### src/rtl/fnd_scan_controller.sv
// 4-digit 7-segment scan controller: binary capture, sequential double-dabble BCD, prescaled digit mux.
// Conversion takes 14 cycles after load; segment/common outputs lag digit_sel by one cycle.
module fnd_scan_controller #(
    parameter int SCAN_DIV = 100_000
) (
    input  logic        i_clk,
    input  logic        i_reset,
    input  logic [13:0] i_value,
    input  logic        i_load,
    input  logic        i_blank_lz,
    output logic        o_busy,
    output logic [1:0]  o_digit_sel,
    output logic [3:0]  o_fnd_com,
    output logic [7:0]  o_fnd_font
);

    localparam int PW = (SCAN_DIV > 1) ? $clog2(SCAN_DIV) : 1;

    typedef enum logic {IDLE, CONV} state_t;

    state_t        state;
    logic [15:0]   scratch;
    logic [13:0]   bin;
    logic [3:0]    shift_cnt;
    logic [15:0]   disp;
    logic [PW-1:0] pre;

    logic [15:0]   adj;
    logic [15:0]   shifted;
    logic [3:0]    cur_digit;
    logic [3:0]    nib_zero;
    logic          blank;

    // Add-3 correction on every nibble that would overflow past 9 after the shift.
    always_comb begin
        adj = scratch;
        for (int i = 0; i < 4; i++) begin
            if (scratch[4*i +: 4] >= 4'd5)
                adj[4*i +: 4] = scratch[4*i +: 4] + 4'd3;
        end
        shifted = {adj[14:0], bin[13]};
    end

    always_ff @(posedge i_clk) begin
        if (i_reset) begin
            state     <= IDLE;
            o_busy    <= 1'b0;
            scratch   <= '0;
            bin       <= '0;
            shift_cnt <= '0;
            disp      <= '0;
        end else begin
            case (state)
                IDLE: begin
                    if (i_load) begin
                        bin       <= (i_value > 14'd9999) ? 14'd9999 : i_value;
                        scratch   <= '0;
                        shift_cnt <= 4'd13;
                        state     <= CONV;
                        o_busy    <= 1'b1;
                    end
                end
                CONV: begin
                    scratch <= shifted;
                    bin     <= {bin[12:0], 1'b0};
                    if (shift_cnt == 4'd0) begin
                        // Commit all four digits at once so the display never shows a partial result.
                        disp   <= shifted;
                        state  <= IDLE;
                        o_busy <= 1'b0;
                    end else begin
                        shift_cnt <= shift_cnt - 4'd1;
                    end
                end
                default: begin
                    state  <= IDLE;
                    o_busy <= 1'b0;
                end
            endcase
        end
    end

    always_ff @(posedge i_clk) begin
        if (i_reset) begin
            pre         <= '0;
            o_digit_sel <= 2'd0;
        end else if (pre == PW'(SCAN_DIV - 1)) begin
            pre         <= '0;
            o_digit_sel <= o_digit_sel + 2'd1;
        end else begin
            pre <= pre + 1'b1;
        end
    end

    function automatic logic [7:0] seg_of(input logic [3:0] d);
        case (d)
            4'd0:    seg_of = 8'hC0;
            4'd1:    seg_of = 8'hF9;
            4'd2:    seg_of = 8'hA4;
            4'd3:    seg_of = 8'hB0;
            4'd4:    seg_of = 8'h99;
            4'd5:    seg_of = 8'h92;
            4'd6:    seg_of = 8'h82;
            4'd7:    seg_of = 8'hF8;
            4'd8:    seg_of = 8'h80;
            4'd9:    seg_of = 8'h90;
            default: seg_of = 8'hFF;
        endcase
    endfunction

    always_comb begin
        cur_digit = disp[4*o_digit_sel +: 4];
        for (int i = 0; i < 4; i++)
            nib_zero[i] = (disp[4*i +: 4] == 4'd0);
        // A digit is a leading zero only if it and every more significant digit are zero.
        case (o_digit_sel)
            2'd3:    blank = i_blank_lz & nib_zero[3];
            2'd2:    blank = i_blank_lz & nib_zero[3] & nib_zero[2];
            2'd1:    blank = i_blank_lz & nib_zero[3] & nib_zero[2] & nib_zero[1];
            default: blank = 1'b0;
        endcase
    end

    always_ff @(posedge i_clk) begin
        if (i_reset) begin
            o_fnd_com  <= 4'b1110;
            o_fnd_font <= 8'hC0;
        end else begin
            o_fnd_com  <= ~(4'b0001 << o_digit_sel);
            o_fnd_font <= blank ? 8'hFF : seg_of(cur_digit);
        end
    end

endmodule
### config.mk
export PLATFORM = sky130hd
export DESIGN_NAME = fnd_scan_controller
export DESIGN_NICKNAME = d
export VERILOG_FILES = /design/src/rtl/fnd_scan_controller.sv
export SDC_FILE = /design/constraint.sdc
export NUM_CORES = 1
export LEC_CHECK = 0
export BUFFER_PORTS_ARGS = -buffer_cell sky130_fd_sc_hd__buf_2
export CORE_MARGIN = 2
export CORE_UTILIZATION = 45
export CTS_CLUSTER_SIZE = 8
export DETAILED_ROUTE_END_ITERATION = 10
export GPL_ROUTABILITY_DRIVEN = 0
export SYNTH_ARGS = -nofsm -noshare
export SYNTH_HDL_FRONTEND = slang
export SYNTH_SLANG_ARGS = --single-unit
export TNS_END_PERCENT = 5
### constraint.sdc
create_clock -name i_clk -period 3.4 [get_ports i_clk]
set_input_delay 0 -clock i_clk [delete_from_list [all_inputs] [get_ports i_clk]]
set_output_delay 0 -clock i_clk [all_outputs]
set_load 0.05 [all_outputs]
**Yosys cells after proc, flatten, opt, wreduce, memory -nomap -nowiden**

Memory sizes are Yosys's and may differ from the RTL's.
Index checks and enable logic that the tools add are counted.

- Memory bits (read-only): 112
- Bits in latches: 0
- Input port bits: 18
- RAM bits: 0
- Output and inout bits: 15
- Memories: 1
- Register bits after elaboration: 83
- Word-level logic and storage cells: 67

- Reductions and logical operators: 9
- Muxes and demuxes: 20
- Bitwise logic cells: 5
- Order comparisons: 5
- Shift-type cells: 2
- Divide/modulo/power cells: 0
- Add/sub/neg operators: 7
- Multiply operators: 0
- Equal/unequal tests: 7

Memories:

| name | depth | bits a word | rd ports | clocked after Yosys merged registers in | write ports | line | source |
|---|---|---|---|---|---|---|---|
| (name not given) | 16 | 7 | 1 | 0 | 0 | 96 | `case (d)` |

Operators by type and width:

| kind | count |
|---|---|
| $pmux W16 S2 | 1 |
| $mux W14 | 2 |
| $pmux W14 S2 | 1 |
| $mux W4 | 5 |
| $add A17 B1 Y17 const B | 1 |
| $eq A17 B17 Y1 const B | 1 |
| $ge A4 B3 Y1 const B | 4 |
| $logic_not A4 Y1 | 4 |
| $mux W16 | 1 |
| $shiftx A16 B5 Y4 | 1 |
| $gt A14 B14 Y1 const B | 1 |
| $add A4 B2 Y4 const B | 3 |
| $pmux W4 S2 | 1 |
| $mux W6 | 1 |
| $reduce_and A2 Y1 | 3 |
| $eq A2 B2 Y1 const B | 2 |
| $mux W1 | 4 |
| $ne A2 B2 Y1 const B | 2 |
| $not A4 Y4 | 1 |
| $pmux W1 S2 | 2 |
| $reduce_or A2 Y1 | 2 |
| $shl A1 B2 Y4 const A | 1 |
| $sub A4 B1 Y4 const B | 1 |
| $add A3 B2 Y3 const B | 1 |
| 7 further kinds | 9 |

**Longest topological paths before layout**

- Word-level depth: 6
- Gate-level depth with buffers: 9
- Gate-level depth less buffers: 7

**Least setup slack after synthesis**

Ideal clock, no wire load.

- Path type: reg2reg
- Start: reg o_digit_sel[0]
- End: reg o_fnd_font[1]
- Cell stages (with the launch flop): 10
- Setup time: 132 ps
- Setup slack: 1,149 ps
- Clock period less this slack: 2,251 ps
- Path buffers: 2
- Required time: 3,268 ps
- Data arrival time: 2,119 ps
- Cell sequence: dfxtp_1 > buf_6 > buf_6 > mux4_2 > inv_1 > ha_1 > nand2_1 > nand2_1 > o21ai_0 > a21oi_1

- Cells in the longest elaborated chain, start to end: 3
- Elaborated cells on any way between the ends: 7
- Those cells by class: eq/ne (3); shift (1); mux (2); memory (1)

Ends and longest elaborated chain:

| item | line | source |
|---|---|---|
| start: declaration | 12 | `output logic [1:0] o_digit_sel,` |
| start signal: assignment | 89 | `o_digit_sel <= o_digit_sel + 2'd1;` |
| $shiftx A16 B5 Y4, or another cell as far along | 112 | `cur_digit = disp[4*o_digit_sel +: 4];` |
| $mem_v2 Z16 W7 or $pmux W1 S3 (tied branches) | n/a |  |
| $mux W6 (*) | 130 | `o_fnd_font <= blank ? 8'hFF : seg_of(cur_digit);` |
| end signal: assignment | 130 |  |
| end: declaration | 14 | `output logic [7:0] o_fnd_font` |

Every way passes the cells marked *; elsewhere a longest branch is shown, timed or not.
A chain may end at the register's enable or synchronous reset.

**Final worst setup path**

Ends and elaborated chain as after synthesis.

==> metrics.txt <==
outcome finished clean; crit-path max FO 16; top cells by area, synth dfxtp_1 (40%), a21oi_1 (7.3%), nor2_1 (6.2%); maximum number of pins on one net before global-route repair 37; clock sink count 82; Max-slew headroom 0.523; setup TNS 0 ns; part of the Yosys area used for sequential elements 0.403; Std-Cell Rows 34; clock root cell clkbuf_8; detailed-route wire length 8110 um; wire length per cell after detailed routing 13.0 um; share of the clock period used by the worst path 0.665; count of filler cells inserted in the layout 848; leakage power summed over all cells 1.69 nW; Final Max Slew Viols 0; commonest cells after routing, fill and taps aside dfxtp_1 (81), nor2_1 (67), a21oi_1 (59); total of flip-flops plus latches after synthesis 82; RSZ-0062 raised after global routing no; antenna violations before repair 0; maximum ir drop on the vdd rail 0.178 mV; multi-input gate area in the final layout 2230 um2; Async S/R FF share, synth 0; startpoint of the lowest-slack register-to-register path o_digit_sel[0]; synthesized cell area 4070 um2; placed inst area 4250 um2; share of the synthesized area in the top cell type 0.403; Core Box Area 8760 um2; number of nets in the synthesized netlist 524; TritonCTS clock tree yes; FF+latch area 1640 um2; cell with the most instances on the worst path nand2_1; number of buffers between clock root and the deepest sink 2; via count of the first global-routing pass 3,186; clock latency reported for the late side of the worst-skew pair 0.34 ns; critical path capture point type flip-flop; number of buffer and inverter instances along the worst setup path 1; total power of the final layout 1.86 mW; Final ANT Viol Nets 0; height of the die 99.1 um; number of DRC markers after the initial detailed-route iteration 79; count of different cell masters after synthesis 50; actual transition at the worst max-transition pin 0.714 ns; cell count after synthesis 486; overflow left after global routing 0; reported max-cap violation count 0; first-pass GRT wire length 14,400 um; final hold viol count 0; setup violators final 0; DRC 0; critical path type flip-flop to flip-flop; critical path data required time 3.61 ns; final standard cell count with taps included and fillers excluded 625; PostCTS Resize Cnt 0; clock edge transition at the registers on the reported setup and hold paths 0.08 ns; via density per instance 5.32; vias after detailed routing 3,327; Power Density 411 nW/um2; First-pass DRT Iterations 5; stage delay of the slowest cell on the critical path 0.75 ns; Layout Skew 0.00898 ns; Placed Cells incl. Taps 600; Net count, final 550; horizontal die dimension 99.1 um; Non-Filler Cell Area, Final 4530 um2; Overall Global Routing Usage 0.177; Hold Startpoint i_value[10]; Post-synth top flop dfxtp_1; # port buffers 31; count of synthesis-stage warnings from yosys 0; number of enable flip-flop cells after synthesis 0; Top delay family on crit path flip-flops; number of inserted diodes 0; Starting Density 0.464; H-tree depth reported by CTS 3; shortest clock period the worst path allows after layout 2.26 ns; Worst setup startpoint o_digit_sel[0]; peak clock frequency supported by timing 0.442 GHz; top-level I/O count 33; most common cell after layout, fill and taps aside dfxtp_1; cells along the critical path mux4_2 -> inv_1 -> ha_1 -> nand2_1 -> nand2_1 -> o21ai_0 -> a21oi_1; cell at the slowest stage of the critical path dfxtp_1; number of buffers created by CTS 9; area leader, netlist dfxtp_1; post-synthesis average cell area 8.37 um2; die area 9820 um2; half-perimeter wire length after detailed placement 5460 um; Area Overhead vs Synth 11.3%; path category of the worst min-delay check primary input to flip-flop; Setup crit start kind flip-flop; share of cells above drive strength 1 0.114; WP data arrival 2.47 ns
==> sequential cells by signal, summed over array words and instances, names as in the netlist <==
name and flops:
o_digit_sel 2, pre 17, state 1, bin 14
scratch 16, o_busy 1, disp 16, o_fnd_font 7
o_fnd_com 4, shift_cnt 4
==> final cells by class <==
cell class,instances,area share
Inverter,19,0.0158
Multi-Input combinational cell,357,0.492
Clock buffer,14,0.0381
Timing Repair Buffer,43,0.0591
Tap cell,108,0.0299
Clock inverter,2,0.00221
Sequential cell,82,0.363
==> metrics by stage <==
stage                     utilization  setup slack (ns)  hold WS, ns
after detailed placement        0.485              1.16        0.322
after global routing            0.517             0.933       0.0245
final                           0.517              1.14       0.0164
after CTS                       0.517              1.14       0.0104
after floorplan                     -              1.15       0.0897
after global placement          0.485              1.24        0.320
==> worst register-to-register path: cells and delay by family (launching register included) <==
| kind | cells | cell delay, ns |
|---|---|---|
| buffers and inverters | 1 | 0.14 |
| DFF | 1 | 0.75 |
| adders and majority gates | 1 | 0.26 |
| AOI/OAI and AO/OA | 2 | 0.16 |
| and+or+nand+nor | 2 | 0.12 |
| muxes | 1 | 0.69 |
==> synth_stat cells, types with 2 or more instances <==
cell / n
a211oi_1: 5
a21o_1: 4
a21oi_1: 59
a311oi_1: 5
a32oi_1: 2
and3_1: 2
and4_1: 2
buf_1: 5
buf_2: 4
buf_6: 2
clkbuf_1: 16
dfxtp_1: 82
ha_1: 20
inv_1: 19
mux2_2: 2
mux2i_1: 8
mux4_2: 4
nand2_1: 44
nand2b_1: 12
nand3_1: 9
nand3b_1: 5
nand4_1: 5
nor2_1: 67
nor2b_1: 4
nor3_1: 13
nor3b_1: 18
nor4_1: 3
o21a_1: 4
o21ai_0: 16
o21ai_1: 4
o21ba_2: 2
o22ai_1: 2
xnor2_1: 13
xor2_1: 8
==> worst paths after layout <==
kind / to / slack [ns] / cells past startpoint
setup / recovery: o_fnd_font[1] / 1.14 / 7
hold / removal: bin[10] / 0.02 / 3
setup reg to reg: o_fnd_font[1] / 1.14 / 7
hold reg to reg: pre[0] / 0.44 / 1
==> cells by family (layout without fill, tap and decap cells) <==
| group | Yosys count | count (layout) | synth area share |
|---|---|---|---|
| and+or+nand+nor | 191 | 191 | 0.230 |
| other | 1 | 1 | 0.000922 |
| muxes | 15 | 15 | 0.0529 |
| DFF | 82 | 82 | 0.403 |
| buffers and inverters | 47 | 78 | 0.0492 |
| adders and majority gates | 20 | 20 | 0.0615 |
| AOI/OAI and AO/OA | 109 | 109 | 0.157 |
| xor gates and xnor gates | 21 | 21 | 0.0452 |
==> layer usage <==
layer,share of wire,GRT usage,wire (um),vias to the layer above
met1,0.49,0.229,3950,1550
met4,0.018,0.0685,142,0
li1,-,-,-,1729
met5,0,0,0,-
met2,0.47,0.288,3820,35
met3,0.024,0.0408,193,13
==> power breakdown <==
group          leakage, nW  internal (mW)  switching, mW
clock network       0.0965          0.324          0.324
registers            0.666          0.991         0.0324
logic                0.926         0.0743          0.116
total                 1.69           1.39          0.472
==> what timing repair did <==
| item | in CTS | in global routing |
|---|---|---|
| hold buffers | 9 | 0 |
| setup buffers | 0 | 0 |
| hold endpoints to repair | 9 | 0 |
No activity file was read; power rests on OpenSTA's default activity.
